==> config.mk <==
export PLATFORM = sky130hd
export DESIGN_NAME = seg7_mux_counter
export DESIGN_NICKNAME = d
export VERILOG_FILES = /design/src/rtl/seg7_mux_counter.sv
export SDC_FILE = /design/constraint.sdc
export NUM_CORES = 1
export LEC_CHECK = 0
export CAP_MARGIN = 20
export CORE_MARGIN = 3
export CORE_UTILIZATION = 50
export CTS_BUF_LIST = sky130_fd_sc_hd__clkbuf_8
export DETAILED_ROUTE_END_ITERATION = 8
export PLACE_DENSITY_LB_ADDON = 0.1
export SLEW_MARGIN = 30
export SYNTH_ARGS = -nofsm -noshare
export SYNTH_HDL_FRONTEND = slang
export SYNTH_SLANG_ARGS = --single-unit
==> constraint.sdc <==
create_clock -name clk -period 3.34 [get_ports clk]
set_input_delay 0.668 -clock clk [delete_from_list [all_inputs] [get_ports clk]]
set_output_delay 0.668 -clock clk [all_outputs]
set_load 0.03 [all_outputs]
==> src/rtl/seg7_mux_counter.sv <==
// Multi-digit BASE-n up/down counter with a prescaled count tick and a
// time-multiplexed 7-segment drive. SEG7_LEADING_ZERO_BLANK_EN blanks leading zeros.
module seg7_mux_counter #(
  parameter int TICK_DIV = 10000000,
  parameter int SCAN_DIV = 1000,
  parameter int DIGITS   = 4,
  parameter int BASE     = 10
) (
  input  logic                  clk,
  input  logic                  rst_n,
  input  logic                  en,
  input  logic                  up_dn,
  input  logic                  clear,
  output logic [4*DIGITS-1:0]   count_o,
  output logic                  wrap_o,
  output logic [6:0]            seg_o,
  output logic [DIGITS-1:0]     dig_en_o
);

  localparam int PW = (TICK_DIV > 1) ? $clog2(TICK_DIV) : 1;
  localparam int SW = (SCAN_DIV > 1) ? $clog2(SCAN_DIV) : 1;
  localparam logic [PW-1:0] PRE_LAST  = PW'(TICK_DIV - 1);
  localparam logic [SW-1:0] SCAN_LAST = SW'(SCAN_DIV - 1);
  localparam logic [3:0]    DIG_MAX   = 4'(BASE - 1);
  localparam logic [1:0]    IDX_LAST  = 2'(DIGITS - 1);

  logic [PW-1:0]          presc_q, presc_d;
  logic [4*DIGITS-1:0]    count_q, count_d;
  logic                   wrap_q, wrap_d;
  logic [SW-1:0]          scan_q, scan_d;
  logic [1:0]             idx_q, idx_d;
  logic [6:0]             seg_q, seg_d;
  logic [DIGITS-1:0]      dig_q, dig_d;

  logic                   tick;
  logic [4*DIGITS-1:0]    stepped;
  logic                   carry_out;
  logic [3:0]             cur_dig;
  logic                   blank;

  function automatic logic [6:0] seg_pat(input logic [3:0] d);
    case (d)
      4'h0: seg_pat = 7'h3F;
      4'h1: seg_pat = 7'h06;
      4'h2: seg_pat = 7'h5B;
      4'h3: seg_pat = 7'h4F;
      4'h4: seg_pat = 7'h66;
      4'h5: seg_pat = 7'h6D;
      4'h6: seg_pat = 7'h7D;
      4'h7: seg_pat = 7'h07;
      4'h8: seg_pat = 7'h7F;
      4'h9: seg_pat = 7'h6F;
      4'hA: seg_pat = 7'h77;
      4'hB: seg_pat = 7'h7C;
      4'hC: seg_pat = 7'h39;
      4'hD: seg_pat = 7'h5E;
      4'hE: seg_pat = 7'h79;
      default: seg_pat = 7'h71;
    endcase
  endfunction

  assign tick = en && (presc_q == PRE_LAST);

  // Full carry/borrow ripple in one cycle; carry_out set means the whole count wrapped.
  always_comb begin
    logic c;
    c       = 1'b1;
    stepped = count_q;
    for (int i = 0; i < DIGITS; i++) begin
      if (c) begin
        if (up_dn) begin
          if (count_q[4*i +: 4] == DIG_MAX) stepped[4*i +: 4] = 4'd0;
          else begin
            stepped[4*i +: 4] = count_q[4*i +: 4] + 4'd1;
            c = 1'b0;
          end
        end else begin
          if (count_q[4*i +: 4] == 4'd0) stepped[4*i +: 4] = DIG_MAX;
          else begin
            stepped[4*i +: 4] = count_q[4*i +: 4] - 4'd1;
            c = 1'b0;
          end
        end
      end
    end
    carry_out = c;
  end

  always_comb begin
    presc_d = presc_q;
    count_d = count_q;
    wrap_d  = 1'b0;
    if (clear) begin
      presc_d = '0;
      count_d = '0;
    end else if (en) begin
      if (tick) begin
        presc_d = '0;
        count_d = stepped;
        wrap_d  = carry_out;
      end else begin
        presc_d = presc_q + PW'(1);
      end
    end
  end

  always_comb begin
    scan_d = scan_q + SW'(1);
    idx_d  = idx_q;
    if (scan_q == SCAN_LAST) begin
      scan_d = '0;
      idx_d  = (idx_q == IDX_LAST) ? 2'd0 : idx_q + 2'd1;
    end
  end

  // Display regs sample the current index and count together so they stay aligned.
  always_comb begin
    cur_dig = 4'd0;
    blank   = 1'b0;
    dig_d   = '0;
    for (int i = 0; i < DIGITS; i++) begin
      if (idx_q == 2'(i)) begin
        cur_dig  = count_q[4*i +: 4];
        dig_d[i] = 1'b1;
      end
    end
`ifdef SEG7_LEADING_ZERO_BLANK_EN
    blank = (idx_q != 2'd0);
    for (int i = 0; i < DIGITS; i++) begin
      if ((2'(i) >= idx_q) && (count_q[4*i +: 4] != 4'd0)) blank = 1'b0;
    end
`endif
    seg_d = blank ? 7'h00 : seg_pat(cur_dig);
  end

  always_ff @(posedge clk) begin
    if (!rst_n) begin
      presc_q <= '0;
      count_q <= '0;
      wrap_q  <= 1'b0;
      scan_q  <= '0;
      idx_q   <= 2'd0;
      seg_q   <= 7'h00;
      dig_q   <= '0;
    end else begin
      presc_q <= presc_d;
      count_q <= count_d;
      wrap_q  <= wrap_d;
      scan_q  <= scan_d;
      idx_q   <= idx_d;
      seg_q   <= seg_d;
      dig_q   <= dig_d;
    end
  end

  assign count_o  = count_q;
  assign wrap_o   = wrap_q;
  assign seg_o    = seg_q;
  assign dig_en_o = dig_q;

endmodule

After elaboration in Yosys (flattened, before gate mapping)
Memories as Yosys holds them, arrays and structs flattened. A register that Yosys moved wholly into a read port is not among the register bits.
Index checks and enable logic that the tools add are counted.
W data, S select, Z words.
{"block": "word_totals", "input_bits": 5, "n_memories": 1, "mem_bits_ro": 112, "elab_cells": 84, "ff_bits": 57}
{"block": "op_classes", "n_eq_ne": 9, "addsub": 11, "bitwise_logic": 4, "muxes": 36, "n_reduce_logical": 14}
{"name": "(no name shown)", "words": 16, "width": 7, "read_ports": 1, "rd_ports_with_merged_regs": 1, "write_ports": 0, "line": "42", "text": "case (d)"}
{"op": "$mux W4", "n": 16}
{"op": "$add A24 B1 Y24 const B", "n": 1}
{"op": "$eq A24 B24 Y1 const B", "n": 1}
{"op": "$mux W24", "n": 1}
{"op": "$mux W1", "n": 18}
{"op": "$add A4 B1 Y4 const B", "n": 4}
{"op": "$eq A4 B4 Y1 const B", "n": 4}
{"op": "$logic_not A4 Y1", "n": 4}
{"op": "$sub A4 B1 Y4 const B", "n": 4}
{"op": "$add A10 B1 Y10 const B", "n": 1}
{"op": "$eq A10 B10 Y1 const B", "n": 1}
{"op": "$reduce_and A3 Y1", "n": 3}
{"op": "$reduce_or A5 Y1", "n": 1}
{"op": "$eq A2 B2 Y1 const B", "n": 2}
{"op": "$not A1 Y1", "n": 4}
{"op": "$reduce_or A2 Y1", "n": 2}
{"op": "$add A2 B1 Y2 const B", "n": 1}
{"op": "$eq A2 B1 Y1 const B", "n": 1}
{"op": "$logic_not A2 Y1", "n": 1}
{"op": "$mux W2", "n": 1}
{"op": "$reduce_and A2 Y1", "n": 1}
{"op": "$logic_and A1 B1 Y1", "n": 1}
{"op": "$logic_not A1 Y1", "n": 1}

Longest topological paths before layout
Gate-level depths: netlist (run 1).
{"block": "depth", "word_depth": 7, "ltp_mapped": 11, "depth_no_buf": 10}

Worst setup path before layout (run 1)
OpenSTA, ideal clock, no wires.
{"block": "synth_timing", "path_kind": "reg2reg", "start": "register count_q[0], in the netlist count_o[0]", "end": "register seg_q[5], in the netlist seg_o[5]", "required_ps": 3194, "slack_ps": 1166, "arrival_time_ps": 2028, "path_buffers": 1, "path_stages_with_launch": 10, "path_cell_list": "dfxtp_1 > clkbuf_1 > nand2_1 > o21ai_0 > a22o_1 > inv_1 > ha_1 > or2_2 > a21oi_1 > a311oi_1"}
{"block": "synth_via", "elab_chain_cells": 4}
{"element": "from (decl)", "line": "28", "text": "logic [4*DIGITS-1:0] count_q, count_d;"}
{"element": "from (signal assigned)", "line": "147", "text": "count_q <= count_d;"}
{"element": "$mux W4 (4 in series)", "line": "122", "text": "if (idx_q == 2'(i)) begin"}
{"element": "to (decl)", "line": "32", "text": "logic [6:0] seg_q, seg_d;"}
Every way passes these cells.
A chain may end at the register's enable or synchronous reset.

Final worst setup path (run 1)
{"block": "layout_timing", "start": "input port up_dn", "end": "register count_q[10], in the netlist count_o[10]"}
{"block": "layout_via", "elab_chain_cells": 3}
{"element": "from (decl)", "line": "12", "text": "input logic up_dn,"}
{"element": "$mux W1", "line": "71", "text": "if (up_dn) begin"}
{"element": "$mux W1", "line": "70", "text": "if (c) begin"}
{"element": "$reduce_and A3 Y1 (no source line)"}
Parallel ways exist; a longest one is shown, timed or not.

==> results of run 1 <==
stage by stage:
stage	setup WS (ns)	hold WS (ns)	util (%)	cell area [sq um]	std cells
finish	0.8627	0.4509	60.67	4282	571
global route	0.7524	0.4694	60.67	4282	571
CTS	0.8665	0.4557	60.67	4282	571
detailed placement	0.4871	0.4454	57.46	4055	555
global placement	0.5310	0.4292	57.46	4055	555
floorplan	1.166	0.4175	-	3760	451
report_power, final:
group	switching, mW	total [mW]	internal (mW)
clock	0.338	0.766	0.428
combinational	0.0467	0.0765	0.0298
sequential	0.00381	0.774	0.771
layout make-up:
class	instances	area (sq um)	area share, %
well taps	96	120.1	2.805
inverters	14	52.55	1.227
clock inverters	7	102.6	2.396
multi-input cells	344	2243	52.40
flip-flops and latches	64	1281	29.92
repair buffers	37	357.8	8.358
clock buffers	9	123.9	2.893
Yosys cell counts, types with 2 or more instances:
library cell	number
nand2_1	39
and4bb_2	3
buf_1	4
xor2_1	18
a2bb2oi_1	2
nand3_1	12
nand2b_1	4
a221o_1	2
nor4b_1	2
xnor2_1	20
and2_1	8
a32o_1	2
a22o_1	2
nor4b_2	2
nor2_1	64
inv_1	13
o22ai_1	3
clkbuf_1	14
nor3_1	11
nor4_4	2
nand3_2	2
a211oi_1	4
nand3b_1	5
ha_1	13
o211ai_1	3
or3_1	2
o21ai_0	21
or2_2	3
nor3b_1	3
o21a_1	4
a21oi_1	17
nor2b_1	3
nor4_1	9
buf_6	3
clkbuf_8	4
nand4_1	13
dfxtp_1	64
mux2i_1	7
buf_2	3
and3_1	9
a31oi_1	3
a311oi_1	4
kinds of logic after synthesis:
family | Yosys count | synth area share, %
simple gates | 206 | 30.08
buf+inv | 43 | 6.256
flops | 64 | 34.08
compound gates | 79 | 14.24
fa+ha+maj | 13 | 4.326
xor+xnor | 38 | 8.852
mux | 8 | 2.163
worst max-delay path, stage by stage:
cell and delay (ns):
clkdlybuf4s50_1 0.46, buf_4 0.34, nand3_1 0.17, o32a_4 0.28, nor4_4 0.41, o21ai_1 0.12
a32o_1 0.27
final timing paths:
kind / depth (start not counted) / to / startpoint / slack, ns
max reg2reg: 9 / seg_o[5] / idx_q[0] / 1.04
max: 7 / count_o[10] / up_dn / 0.86
min reg2reg: 1 / scan_q[0] / scan_q[0] / 0.45
min: 1 / scan_q[0] / scan_q[0] / 0.45
layout by cell type, fill, tap and decap left out, types with 5 or more instances in the layout:
cell,count
nand2_1,39
dfxtp_1,64
nor2_1,64
xor2_1,18
clkbuf_8,9
a21oi_1,17
nor3_1,11
nand4_1,13
and2_1,8
nand3_1,12
and3_1,9
xnor2_1,20
mux2i_1,7
clkdlybuf4s50_1,32
nand3b_1,5
o21ai_0,21
ha_1,13
nor4_1,9
inv_1,13
buf_4,5
state kept, by name (all words and copies together), names as in the netlist:
register / flops
idx_q: 2
presc_q: 24
scan_q: 10
seg_o: 7
count_o: 16
wrap_o: 1
dig_en_o: 4
routing by layer:
metal  track usage [%]  wire, um  up-vias
met5                 0         0        -
met4             6.593       104        0
met3             5.524       378       11
met2             33.41      3922       63
met1             26.02      3833     1490
li1                  -         -     1615
==> summary.txt, run 1 <==
Worst setup path
  • Worst setup SP type: primary input
  • Required @ worst endpoint: 3.59 ns
  • WP data arrival: 2.73 ns
  • Worst-path fanout max: 39
  • Kind of critical path: primary input to flip-flop
  • Crit. End Element: flip-flop

Hold path
  • Hold Path Class: flip-flop to flip-flop

Logic synthesis
  • Post-Syn Instances: around 450
  • Post-synth top flop: dfxtp_1
  • Synth top area share: around a third
  • Post-synth EDFFs: 0
  • Area contributors post-synth: dfxtp_1 (34%), nor2_1 (6.4%), xnor2_1 (4.7%)
  • Flops & latches, synth: 64
  • Synth unique cells: 67
  • Synthesized net count: 469
  • Synth Area per Inst: roughly 8.3 sq um
  • Cell area after synthesis: 3760 sq um
  • Post-synthesis async set-or-reset flop share: 0%
  • Synthesis Warnings: 0
  • Dominant cell type by area after synthesis: dfxtp_1
  • Part of the Yosys area used for sequential elements: 34.08%

STA
  • Final setup fails: 0
  • Max Freq: 403.7 MHz
  • Setup Skew: about 0.006 ns
  • Worst slew margin: 51.45%
  • Min cycle time layout: 2.477 ns
  • RSZ-0062 raised after global routing: false
  • Final hold viol count: 0
  • Slew @ Worst Pin: around 0.72 ns
  • Pins Over Slew Limit: 0
  • Setup TNS: 0 ns
  • Part of the cycle the worst path needs: 74.17%

Clock network
  • Clock Latency Late Sink: 0.35 ns
  • CTS buffer count: 9
  • Hold buffer count at cts: 0
  • Post-CTS resize count: 0
  • Setup bufs post-CTS: 0
  • CTS Buffer Depth: 2
  • # clock sinks: 64
  • Root Driver: clkbuf_8
  • CTS H-Tree Depth: 3
  • Clock-pin transition on the worst setup and hold timing paths: 0.07 ns
  • CTS tree: yes

Power
  • Final Power: 1.617 mW
  • Peak supply drop: approximately 240 uV
  • Lkg Pwr: 1.474 nW
  • Power density over cell area: 377.6 nW/um^2

GRT
  • GR Overflow Total: 0
  • First-pass GRT wire length: approximately 14,000 um
  • Tot GR Track Use: 20.39%
  • Initial antenna violation count: 0
  • Pin count of the biggest net entering global routing: 40
  • Number of global-route vias before repair: 2,979

Detailed routing
  • WL/cell: 14.43 um
  • DRT antenna net count: 0
  • DR iter-0 viols: 150
  • Drt drc: 0
  • Via Count: approximately 3.2k
  • Final wirelength: 8238 um
  • Pre-antenna DRT Iters: 4
  • Vias/cell: between 5 and 6

Placement
  • Final GP Congestion: 0.8271
  • Number of port buffers: 32
  • Post-DP HPWL: 5741 um

Floorplanning
  • Die Y: 92.72 um
  • I/O pins: 33
  • Row cnt: 30
  • Core Area: 7057 sq um
  • Die Wd: 92.72 um
  • Starting Density: 53.28%
  • Die area: ~8600 sq um

Layout
  • Synth-to-layout area growth: 13.88%
  • FILL cells: 691
  • Number of inserted diodes: 0
  • Share of cells above drive strength 1: 9.053%
  • # nets final: between 400 and 500

Run
  • Max cap viols: 0

Outcome
  • Outcome: finished clean
(Power assumes the default switching activity.)
==> inputs of run 2 (changes only) <==
==> constraint.sdc (replaced) <==
create_clock -name clk -period 2.2 [get_ports clk]
set_input_delay 0.44 -clock clk [delete_from_list [all_inputs] [get_ports clk]]
set_output_delay 0.44 -clock clk [all_outputs]
set_load 0.03 [all_outputs]
==> summary.txt, run 2 (synthesized netlist as in run 1, its figures left out) <==
Outcome
  • Outcome: finished clean

Placement
  • Area after DPL: 4338 sq um (+7.0%)
  • Placed insts: 591 (+6.5%)
  • Number of port buffers: 32 (unchanged)
  • Post-DP HPWL: 6253 um (+8.9%)
  • Final GP Congestion: 0.8138 (-1.6%)

Clock network
  • Root Driver: clkbuf_8
  • Setup bufs post-CTS: 0 (unchanged)
  • CTS buffer count: 9 (unchanged)
  • CTS Buffer Depth: 2 (unchanged)
  • CTS H-Tree Depth: 3 (unchanged)
  • CTS tree: yes
  • Clock-pin transition on the worst setup and hold timing paths: 0.07 ns (about the same)
  • Clock Latency Late Sink: 0.35 ns (about the same)
  • # clock sinks: 64 (unchanged)

Worst setup path
  • Kind of critical path: flip-flop to output pin
  • Crit path cell chain: clkdlybuf4s50_1
  • Worst path max stage delay: 0.75 ns (+0.29 ns)
  • WP data arrival: 1.69 ns (-1.04 ns)
  • Crit. End Element: output pin
  • Top delay family on crit path: buffers and inverters
  • Buf/Inv on CP: 1 (-1)
  • Worst-path fanout max: 11 (-72%)
  • Required @ worst endpoint: 1.76 ns (-1.83 ns)
  • Worst setup SP type: flip-flop
  • Slowest CP cell: clkdlybuf4s50_1

GRT
  • GR Overflow Total: 0 (unchanged)
  • Initial antenna violation count: 0 (unchanged)
  • Pin count of the biggest net entering global routing: 15 (-63%)
  • Tot GR Track Use: 21.28% (+0.89 points)
  • First-pass GRT wire length: 14,670 um (+3.5%)
  • Number of global-route vias before repair: 3,152 (+5.8%)

STA
  • Final hold viol count: 0 (unchanged)
  • Pins Over Slew Limit: 0 (unchanged)
  • Setup Skew: 0.005362 ns (-0.0006581 ns)
  • Min cycle time layout: 2.128 ns
  • Hold Worst Slack: 0.4639 ns (+0.01305 ns)
  • Part of the cycle the worst path needs: 96.72%
  • Final setup fails: 0 (unchanged)
  • RSZ-0062 raised after global routing: false
  • Slew @ Worst Pin: 0.4270 ns (-0.2969 ns)
  • Max Freq: between 400 and 500 MHz
  • Worst slew margin: 71.24% (+20 points)
  • Setup TNS: 0 ns (unchanged)

Layout
  • Synth-to-layout area growth: 21.10%
  • Commonest cells after routing, fill and taps aside: nor2_1 (64), dfxtp_1 (62), buf_4 (40)
  • Fin cells: 607 (+6.3%)
  • FILL cells: 616 (-11%)
  • # nets final: 524 (+7.4%)
  • Number of inserted diodes: 0 (unchanged)
  • Share of cells above drive strength 1: 16.83% (+7.8 points)
  • Max FFs per register: 24 (unchanged)
  • Post-route cell area: 4553 sq um (+6.3%)
  • Reg with most FFs: presc_q
  • Commonest non-fill, non-tap cell in the layout: nor2_1

Floorplanning
  • Row cnt: 30 (unchanged)
  • Core Area: 7057 sq um (unchanged)
  • Die area: 8596 sq um (unchanged)
  • Starting Density: 53.28% (unchanged)
  • Die Wd: 92.72 um (unchanged)
  • Die Y: 92.72 um (unchanged)
  • I/O pins: 33 (unchanged)

Power
  • Power density over cell area: 517.8 nW/um^2 (+37%)
  • Peak supply drop: 336.2 uV (+42%)
  • Lkg Pwr: 1.649 nW (+12%)

Detailed routing
  • Via Count: 3,324 (+4.6%)
  • WL/cell: 14.04 um (-2.7%)
  • Drt drc: 0 (unchanged)
  • Pre-antenna DRT Iters: 4 (unchanged)
  • Vias/cell: 5.476 (-1.6%)
  • DR iter-0 viols: 148 (-1.3%)
  • Final wirelength: 8521 um (+3.4%)
  • DRT antenna net count: 0 (unchanged)

Hold path
  • Hold Path Class: flip-flop to flip-flop

Run
  • Max cap viols: 0 (unchanged)
[run 2: changes by cell type in the layout (fill, tap and decap cells not counted), moves of 2 or more]
cell / before / now
buf_4: 5 / 40
ha_2: 0 / 2
ha_1: 13 / 11
dfxtp_2: 0 / 2
dfxtp_1: 64 / 62
[run 2: timing repair]
item,in CTS,in global routing
endpoints found under the setup margin,0,5
hold endpoints to repair,0,0
hold buffers,0,0
resized for setup,0,7
[run 2: per-layer routing]
metal  up-vias  global-route usage (%)  share of wire (%)
met5         -                       0                  0
met4         0                   9.035                2.0
met3        15                   5.118                4.0
met2        56                   33.90                 46
met1      1556                   27.47                 48
li1       1697                       -                  -
[run 2: worst reg2reg max path, cell delays in order, from the launching register on]
cell and delay, ns:
dfxtp_2 0.37, inv_1 0.08, ha_1 0.28, a21oi_1 0.17
a22o_2 0.21, inv_1 0.10, ha_1 0.21, or2_2 0.29
a21oi_1 0.15, a311oi_1 0.07
[run 2: power breakdown]
group	leakage [nW]	switching [mW]	internal, mW
clock network	0.0989	0.493	0.557
logic	1.03	0.0730	0.0581
registers	0.520	0.00625	1.17
[run 2: area by class of cell]
type | instances | area (sq um) | area share (%)
multi-input combinational | 344 | 2251 | 49.44
sequential | 64 | 1284 | 28.19
timing repair buffer | 73 | 640.6 | 14.07
clock buffer | 10 | 137.6 | 3.023
tap | 96 | 120.1 | 2.638
clock inverter | 6 | 67.56 | 1.484
inverter | 14 | 52.55 | 1.154
[run 2: final timing paths]
check              start     endpoint  slack (ns)  cells past startpoint
max          count_o[13]  count_o[13]        0.07                      1
min            scan_q[0]    scan_q[0]        0.46                      1
max reg2reg     idx_q[0]     seg_o[5]        0.16                      9
min reg2reg    scan_q[0]    scan_q[0]        0.46                      1
[run 2: metrics by stage]
stage | utilization (%) | worst slack (ns) | total power [mW]
5_1_grt | 64.52 | 0.008793 | 2.457
3_5_place_dp | 61.47 | -0.1745 | 1.335
2_1_floorplan | - | 0.02595 | 1.285
6_report | 64.52 | 0.07223 | 2.358
4_1_cts | 64.38 | 0.01147 | 2.388
3_3_place_gp | 61.47 | -0.1288 | 1.333
